$ cat config.mk
export PLATFORM = sky130hd
export DESIGN_NAME = debouncer_sync
export DESIGN_NICKNAME = d
export VERILOG_FILES = /design/src/rtl/debouncer_sync.sv
export SDC_FILE = /design/constraint.sdc
export NUM_CORES = 1
export LEC_CHECK = 0
export ABC_AREA = 1
export CAP_MARGIN = 20
export CORE_AREA = 4 4 61 63
export DETAILED_ROUTE_END_ITERATION = 7
export DIE_AREA = 0 0 65 67
export HOLD_SLACK_MARGIN = 0.05
export PLACE_DENSITY = 0.66
export SYNTH_ARGS = -nofsm -noshare
export SYNTH_HDL_FRONTEND = slang
export SYNTH_SLANG_ARGS = --single-unit
$ cat constraint.sdc
create_clock -name clk -period 2.11 [get_ports clk]
set_input_delay 0.211 -clock clk [delete_from_list [all_inputs] [get_ports clk]]
set_output_delay 0.211 -clock clk [all_outputs]
set_load 0.05 [all_outputs]
$ cat src/rtl/debouncer_sync.sv
// Push-button debouncer: synchronises a raw button level into clk and
// filters contact bounce, producing a clean level plus rise/fall strobes.
//
// Ports:
//   clk      - system clock, all logic on the rising edge
//   rst      - synchronous active-high reset
//   btn      - raw asynchronous button level (1 = pressed)
//   dbd      - debounced button level, registered
//   dbd_rise - one-cycle pulse on the edge dbd goes 0->1
//   dbd_fall - one-cycle pulse on the edge dbd goes 1->0
//
// Parameters:
//   SYNC_STAGES   - synchroniser depth on btn (2..4)
//   STABLE_CYCLES - consecutive cycles s must differ from dbd (>= 1)
//   CNT_WIDTH     - counter width, 2**CNT_WIDTH > STABLE_CYCLES-1
module debouncer_sync #(
    parameter int SYNC_STAGES   = 2,
    parameter int STABLE_CYCLES = 1000000,
    parameter int CNT_WIDTH     = 20
) (
    input  logic clk,
    input  logic rst,
    input  logic btn,
    output logic dbd,
    output logic dbd_rise,
    output logic dbd_fall
);

    // Count value on which the STABLE_CYCLES-th mismatching edge lands.
    localparam logic [CNT_WIDTH-1:0] LAST = CNT_WIDTH'(STABLE_CYCLES - 1);

    logic [SYNC_STAGES-1:0] sync_q;
    logic                   s;
    logic [CNT_WIDTH-1:0]   cnt;

    // Only the last synchroniser stage is used downstream.
    assign s = sync_q[SYNC_STAGES-1];

    always_ff @(posedge clk) begin
        if (rst) begin
            sync_q <= '0;
        end else begin
            sync_q <= {sync_q[SYNC_STAGES-2:0], btn};
        end
    end

    // Any cycle where s agrees with dbd discards the partial count, so a
    // single glitch restarts filtering. The counter stops at LAST and
    // therefore never wraps.
    always_ff @(posedge clk) begin
        if (rst) begin
            cnt      <= '0;
            dbd      <= 1'b0;
            dbd_rise <= 1'b0;
            dbd_fall <= 1'b0;
        end else begin
            dbd_rise <= 1'b0;
            dbd_fall <= 1'b0;
            if (s == dbd) begin
                cnt <= '0;
            end else if (cnt == LAST) begin
                cnt      <= '0;
                dbd      <= s;
                dbd_rise <= s;
                dbd_fall <= ~s;
            end else begin
                cnt <= cnt + 1'b1;
            end
        end
    end

endmodule

==> results of run 1 <==
-- cell families (layout without fill, tap and decap cells) --
kind of cell	count (synthesis)	count (layout)	share of synthesized area [%]
buf+inv	22	30	7.98
fa+ha+maj	1	1	1.01
flops	25	25	40.4
compound gates	15	15	6.46
simple gates	106	106	39.9
xor+xnor	6	6	4.24
-- through the flow --
stage          utilization [%]  total power, mW  hold WS (ns)  area [sq um]  cells
2_1_floorplan                -            0.496         0.282          1240    175
3_3_place_gp              41.0            0.500         0.398          1330    225
3_5_place_dp              41.0            0.500         0.405          1330    225
4_1_cts                   41.9            0.712         0.394          1350    229
5_1_grt                   41.9            0.732         0.379          1350    229
6_report                  41.9            0.702         0.404          1350    229
-- metal layers --
layer  share of wire (%)  vias to the layer above  global-route usage [%]
met5                   0                        -                       0
met4                 2.5                        0                    5.54
met3                 2.1                        5                    1.52
met2                  45                       13                    19.5
met1                  50                      444                    14.6
li1                    -                      568                       -
-- state kept, by name (all words and copies together), names as in the netlist --
name / cells
cnt: 20
sync_q: 2
dbd: 1
dbd_fall: 1
dbd_rise: 1
-- Yosys cell counts --
cell / instances / area share (%)
nand2_4: 1 / 0.91
or2_0: 2 / 1.0
inv_1: 19 / 5.8
nor3b_1: 1 / 0.61
nor4_1: 1 / 0.51
nand4_1: 5 / 2.5
dfxtp_1: 25 / 40
nand2_1: 40 / 12
nand3b_2: 1 / 0.91
nor2_1: 31 / 9.4
clkinv_1: 1 / 0.30
o21ai_0: 3 / 1.2
xor2_1: 2 / 1.4
nor2_2: 8 / 4.0
buf_12: 1 / 1.6
inv_2: 1 / 0.30
nand3_2: 3 / 2.4
xnor2_1: 4 / 2.8
a21oi_1: 10 / 4.0
nand3_1: 11 / 4.4
ha_1: 1 / 1.0
o21bai_1: 2 / 1.2
or2_2: 2 / 1.0
-- power by group --
| group | leakage, nW | internal [mW] | total (mW) | switching [mW] |
|---|---|---|---|---|
| clock network | 0.0150 | 0.0740 | 0.212 | 0.138 |
| logic | 0.191 | 0.00597 | 0.0136 | 0.00765 |
| registers | 0.202 | 0.474 | 0.476 | 0.00132 |
| total | 0.408 | 0.554 | 0.702 | 0.147 |
-- cells in the final DEF, fill, tap and decap left out, types with 2 or more instances in the layout --
| cell | n |
|---|---|
| clkdlybuf4s50_1 | 5 |
| nand4_1 | 5 |
| xor2_1 | 2 |
| nand2_1 | 40 |
| o21ai_0 | 3 |
| nor2_1 | 31 |
| o21bai_1 | 2 |
| or2_2 | 2 |
| nor2_2 | 8 |
| a21oi_1 | 10 |
| dfxtp_1 | 25 |
| inv_1 | 19 |
| clkbuf_4 | 3 |
| xnor2_1 | 4 |
| or2_0 | 2 |
| nand3_1 | 11 |
| nand3_2 | 3 |
-- how the worst min path moves through the flow --
stage | to | slack, ns | cells after the start
after floorplan | sync_q[0] | 0.28 | 1
after global placement | sync_q[1] | 0.40 | 2
after detailed placement | sync_q[1] | 0.41 | 2
after CTS | sync_q[0] | 0.39 | 3
after global routing | sync_q[0] | 0.38 | 3
final | sync_q[0] | 0.40 | 3
-- layout make-up --
cell class	instances	area [sq um]	share of cell area, %
inverter	21	78.8	5.83
sequential	25	500	37.0
timing repair buffer	5	50.0	3.70
multi-input combinational	128	639	47.3
tap	46	57.6	4.26
clock buffer	4	26.3	1.94
==> metrics, run 1 <==
Yosys reg bits 25; Post-CTS Setup Bufs 0; initial drt markers 79; post-CTS resize count 0; TNS Setup 0 ns; clock slew at reported path FFs 0.13 ns; CP Launch Type flip-flop; Vias 1030; status finished, final reports clean; final slew viol count 0; Final Skew 0.00206 ns; H-tree depth 1; Placeable Area 3230 sq um; max-cap viol count 0; HPWL after detailed placement 1700 microns; WP data required 1.90 ns; grt total ovfl 0; class of the most critical setup path reg2out; hold path start btn; worst r2r src cnt[0]; CTS max path bufs 2; pwr dens 519 nW/um^2; Area Overhead vs Synth 9.19%; Clock Sinks 25; setup violators final 0; final hold violations 0; # diodes 0; CTS tree done; Slew headroom 67.2%; initial antenna violation count 0; Worst setup EP type output pin; CP bufs+invs 1; Leak 0.408 nW; CP cell instances clkdlybuf4s50_1; critical path's slowest cell clkdlybuf4s50_1; count of cell types in the netlist 23; CP startpoint dbd; post-DR vias/cell 4.50; GP Congestion 0.874; detailed-route DRC error count 0; RSZ-0062 raised after global routing false; R2R cell count 6; WP data arrival 1.47 ns; pre-CTS setup slack 0.536 ns; synth warn 0; I/O Pins 6; Die X 65 microns; Final Critical Period 1.68 ns; initial core utilization 38.3%; Largest delay share family, worst path buffers and inverters; Clock Latency Late Sink 0.31 ns; row count 21; sequential fraction of the synthesis area 40.4%; vias in the first global route 922; end point of the critical path dbd; hold crit path type in2reg; wire per inst 9.69 microns; setup slack, reg-to-reg 0.62 ns; largest net degree at the start of global routing 20; Root Driver clkbuf_4; number of nets still failing antenna checks after routing 0; CTS Buf Count 3; Die ar. 4360 sq um; post-cts hold buffer count 0; critical path depth 1; Worst VDD drop 0.000157 V; Critical R2R Capture cnt[16]; Post-Synthesis Cells 175; crit-path max FO 2; 1st-pass router iterations 4; max frequency 595 MHz; final worst slack 0.430 ns; period utilization 79.6%; global-route wire length before repair 3930 microns; PortBufs 5; Total Wirelength 2220 microns; Avg Cell Area, Syn 7.08 sq um; Syn Std Cell Area 1240 sq um; fill count 343; Total Routing Usage GR 11.6%; Slew @ Worst Pin 0.490 ns; nets@finish 188; layout cell share with drive strength beyond 1 10.4%; Synth Net Count 179; Die Ht 67 microns; slowest cell delay on critical path 0.80 ns
(Power assumes the default switching activity.)
==> run 2: changes to the inputs <==
==> constraint.sdc (replaced) <==
create_clock -name clk -period 1.8 [get_ports clk]
set_input_delay 0.18 -clock clk [delete_from_list [all_inputs] [get_ports clk]]
set_output_delay 0.18 -clock clk [all_outputs]
set_load 0.05 [all_outputs]
==> metrics, run 2 (synthesized netlist as in run 1, its figures left out) <==
max frequency 605 MHz; post-CTS resize count 0 (unchanged); GP Congestion 0.874 (about the same); Largest delay share family, worst path buffers and inverters; Die X 65 microns (unchanged); Post-CTS Setup Bufs 0 (unchanged); global-route wire length before repair 3920 microns (-0.36%); CTS max path bufs 2 (unchanged); Clock Sinks 25 (unchanged); Leak 0.408 nW (unchanged); initial antenna violation count 0 (unchanged); final worst slack 0.148 ns (-0.282 ns); Final Critical Period 1.65 ns; HPWL after detailed placement 1750 microns (+2.8%); class of the most critical setup path reg2out; slowest cell delay on critical path 0.80 ns (about the same); setup violators final 0 (unchanged); period utilization 91.8%; Total Routing Usage GR 11.6% (-0.036 points); pwr dens 614 nW/um^2 (+18%); Die Ht 67 microns (unchanged); Placeable Area 3230 sq um (unchanged); CP cell instances clkdlybuf4s50_1; post-DR vias/cell 4.60 (+2.2%); row count 21 (unchanged); detailed-route DRC error count 0 (unchanged); CP bufs+invs 1 (unchanged); nets@finish 188 (unchanged); Die ar. 4360 sq um (unchanged); pre-CTS setup slack 0.254 ns (-0.282 ns); most frequent cells in the layout 40 x nand2_1, 31 x nor2_1, 25 x dfxtp_1, 19 x inv_1, 11 x nand3_1; WP data arrival 1.47 ns (about the same); clock slew at reported path FFs 0.13 ns (about the same); WP data required 1.62 ns (-0.28 ns); final hold violations 0 (unchanged); Clock Latency Late Sink 0.32 ns (about the same); DR WL met3 36 microns (-22%); Hold WS 0.364 ns (-0.0394 ns); Power Total 0.830 mW (+18%); # placed instances 225 (unchanged); Vias 1053 (+2.2%); Slew @ Worst Pin 0.490 ns (-0.0000900 ns); H-tree depth 1 (unchanged); CTS tree done; max reg flops 20 (unchanged); Final Skew 0.00451 ns (+0.00245 ns); number of nets still failing antenna checks after routing 0 (unchanged); status finished, final reports clean; initial core utilization 38.3% (unchanged); Worst VDD drop 0.000175 V (+11%); vias in the first global route 926 (+0.43%); Area Overhead vs Synth 9.19% (unchanged); Final Cell Area 1350 sq um (unchanged); max-cap viol count 0 (unchanged); most common cell after layout, fill and taps aside nand2_1; fin cells 229 (unchanged); met2 wire length 1010 microns (+1.0%); crit-path max FO 2 (unchanged); CTS Buf Count 3 (unchanged); wire per inst 9.80 microns (+1.2%); I/O Pins 6 (unchanged); layout cell share with drive strength beyond 1 10.4% (unchanged); # diodes 0 (unchanged); largest registers cnt x20, sync_q x2; Worst setup EP type output pin; Root Driver clkbuf_4; Met1 Wirelength 1130 microns (+0.98%); Placed Instance Area 1330 sq um (unchanged); Total Wirelength 2240 microns (+1.2%); RSZ-0062 raised after global routing false; TNS Setup 0 ns (unchanged); largest net degree at the start of global routing 20 (unchanged); CP Launch Type flip-flop; final slew viol count 0 (unchanged); post-cts hold buffer count 0 (unchanged); grt total ovfl 0 (unchanged); 1st-pass router iterations 4 (unchanged); initial drt markers 72 (-8.9%); critical path's slowest cell clkdlybuf4s50_1; highest routed layer met4; Util after Layout 41.9% (unchanged); PortBufs 5 (unchanged); Slew headroom 67.3% (about the same); Most flops, register cnt; hold crit path type in2reg
-- run 2: worst paths after layout --
| path | startpoint | to | slack (ns) | cells past startpoint |
|---|---|---|---|---|
| hold reg to reg | sync_q[0] | sync_q[1] | 0.41 | 2 |
| setup / recovery | dbd | dbd | 0.15 | 1 |
| hold / removal | btn | sync_q[0] | 0.36 | 3 |
| setup reg to reg | cnt[0] | cnt[18] | 0.30 | 6 |
-- run 2: cell type report --
class / instances / area, sq um
Multi-Input combinational cell: 128 / 639
Tap cell: 46 / 57.6
Fill cell: 367 / 1880
Clock buffer: 4 / 26.3
Sequential cell: 25 / 500
Timing Repair Buffer: 5 / 50.0
Inverter: 21 / 78.8
-- run 2: routing by layer --
metal  vias to the layer above  global-route usage (%)
met3                         7                    1.52
met2                        13                    19.0
li1                        569                       -
met4                         0                    6.33
met1                       464                    14.6
met5                         -                       0
-- run 2: power by group --
part           internal [mW]  switching, mW
clock                 0.0868          0.169
sequential             0.556        0.00156
combinational        0.00700        0.00929
-- run 2: worst reg2reg max path: cells and delay by family (launching register included) --
family	cells	cell delay (ns)
adders and majority gates	1	0.22
DFF	1	0.41
and+or+nand+nor	5	0.79
==> run 3: changes to the inputs <==
--- a/config.mk
+++ b/config.mk
@@ -7,11 +7,11 @@
 export LEC_CHECK = 0
 export ABC_AREA = 1
 export CAP_MARGIN = 20
-export CORE_AREA = 4 4 61 63
+export CORE_AREA = 4 4 52 54
 export DETAILED_ROUTE_END_ITERATION = 7
-export DIE_AREA = 0 0 65 67
+export DIE_AREA = 0 0 56 58
 export HOLD_SLACK_MARGIN = 0.05
-export PLACE_DENSITY = 0.66
+export PLACE_DENSITY = 0.85
 export SYNTH_ARGS = -nofsm -noshare
 export SYNTH_HDL_FRONTEND = slang
 export SYNTH_SLANG_ARGS = --single-unit
==> metrics, run 3 (synthesized netlist as in run 1, its figures left out) <==
class of the most critical setup path reg2out; Util after Layout 60.1% (+18 points); Placed Instance Area 1300 sq um (-1.7%); Worst setup EP type output pin; CP startpoint dbd; initial antenna violation count 0 (unchanged); grt total ovfl 0 (unchanged); met2 wire length 1080 microns (+7.9%); WP data arrival 1.46 ns (about the same); # diodes 0 (unchanged); status finished, final reports clean; final worst slack 0.158 ns (+0.0101 ns); most common cell after layout, fill and taps aside nand2_1; end point of the critical path dbd; final slew viol count 0 (unchanged); Vias 1083 (+2.8%); Most flops, register cnt; layout cell share with drive strength beyond 1 10.4% (unchanged); crit-path max FO 2 (unchanged); clock slew at reported path FFs 0.12 ns (about the same); hold crit path type in2reg; Slew headroom 66.6% (-0.64 points); WP data required 1.62 ns (about the same); fin cells 211 (-7.9%); Critical R2R Capture cnt[17]; final hold violations 0 (unchanged); CP Launch Type flip-flop; Slew @ Worst Pin 0.499 ns (+0.00953 ns); global-route wire length before repair 4100 microns (+4.6%); wire per inst 10.9 microns (+11%); period utilization 91.2% (-0.56 points); initial core utilization 56.0% (+18 points); post-DR vias/cell 5.13 (+12%); row count 17 (-19%); largest net degree at the start of global routing 20 (unchanged); max-cap viol count 0 (unchanged); nets@finish 188 (unchanged); Die Ht 58 microns (-13%); Post-CTS Setup Bufs 0 (unchanged); critical path depth 1 (unchanged); worst r2r src cnt[0]; Clock Latency Late Sink 0.31 ns (about the same); max reg flops 20 (unchanged); RSZ-0062 raised after global routing false; R2R cell count 6 (unchanged); most frequent cells in the layout 40 x nand2_1, 31 x nor2_1, 25 x dfxtp_1, 19 x inv_1, 11 x nand3_1; post-CTS resize count 0 (unchanged); Leak 0.408 nW (unchanged); Final Skew 0.00495 ns (+0.000440 ns); Final Cell Area 1330 sq um (-1.7%); vias in the first global route 999 (+7.9%); Root Driver clkbuf_4; Total Routing Usage GR 15.8% (+4.2 points); Area Overhead vs Synth 7.37%; largest registers cnt x20, sync_q x2; Final Critical Period 1.64 ns (-0.0101 ns); Total Wirelength 2300 microns (+2.4%); CTS max path bufs 2 (unchanged); CP cell instances clkdlybuf4s50_1; Worst VDD drop 0.000536 V (+210%); Die X 56 microns (-14%); number of nets still failing antenna checks after routing 0 (unchanged); I/O Pins 6 (unchanged); Placeable Area 2210 sq um (-32%); setup violators final 0 (unchanged); Met1 Wirelength 1070 microns (-5.5%); setup slack, reg-to-reg 0.29 ns (about the same); DR WL met3 128 microns (+260%); CTS Buf Count 3 (unchanged); H-tree depth 1 (unchanged); post-cts hold buffer count 0 (unchanged); slowest cell delay on critical path 0.80 ns (about the same); max frequency 609 MHz (+0.62%); TNS Setup 0 ns (unchanged); Die ar. 3250 sq um (-25%); Largest delay share family, worst path buffers and inverters; detailed-route DRC error count 0 (unchanged); initial drt markers 29 (-60%); pwr dens 616 nW/um^2 (+0.37%); # placed instances 207 (-8.0%); Clock Sinks 25 (unchanged); PortBufs 5 (unchanged); pre-CTS setup slack 0.265 ns (+0.0116 ns); HPWL after detailed placement 1810 microns (+3.5%); CP bufs+invs 1 (unchanged); CTS tree done; 1st-pass router iterations 4 (unchanged); critical path's slowest cell clkdlybuf4s50_1; highest routed layer met4; GP Congestion 0.896 (+2.5%)
[run 3: area by class of cell]
class                   instances  area (sq um)
inverters                      21          78.8
repair buffers                  5          50.0
well taps                      28          35.0
multi-input cells             128           639
flip-flops and latches         25           500
clock buffers                   4          26.3
fillers                       213           882
[run 3: how the worst min path moves through the flow]
stage,endpoint,cells after the start,from,slack [ns]
after floorplan,sync_q[0],1,rst,0.25
after global placement,sync_q[1],2,sync_q[0],0.40
after detailed placement,sync_q[1],2,sync_q[0],0.41
after CTS,sync_q[0],3,btn,0.37
after global routing,sync_q[0],3,btn,0.37
final,sync_q[0],3,btn,0.37
[run 3: metrics by stage]
step | power, mW | hold WS (ns)
floorplan | 0.582 | 0.251
global placement | 0.585 | 0.400
detailed placement | 0.586 | 0.407
CTS | 0.833 | 0.371
global route | 0.858 | 0.374
finish | 0.819 | 0.373
[run 3: routing by layer]
layer / up-vias / global-route usage (%)
li1: 569 / -
met2: 23 / 27.2
met3: 2 / 4.68
met4: 0 / 3.05
met5: - / 0
met1: 489 / 19.8
[run 3: report_power, final]
| part | switching [mW] | total (mW) | internal [mW] |
|---|---|---|---|
| clock network | 0.159 | 0.245 | 0.0866 |
| logic | 0.00899 | 0.0160 | 0.00700 |
| registers | 0.00162 | 0.558 | 0.556 |
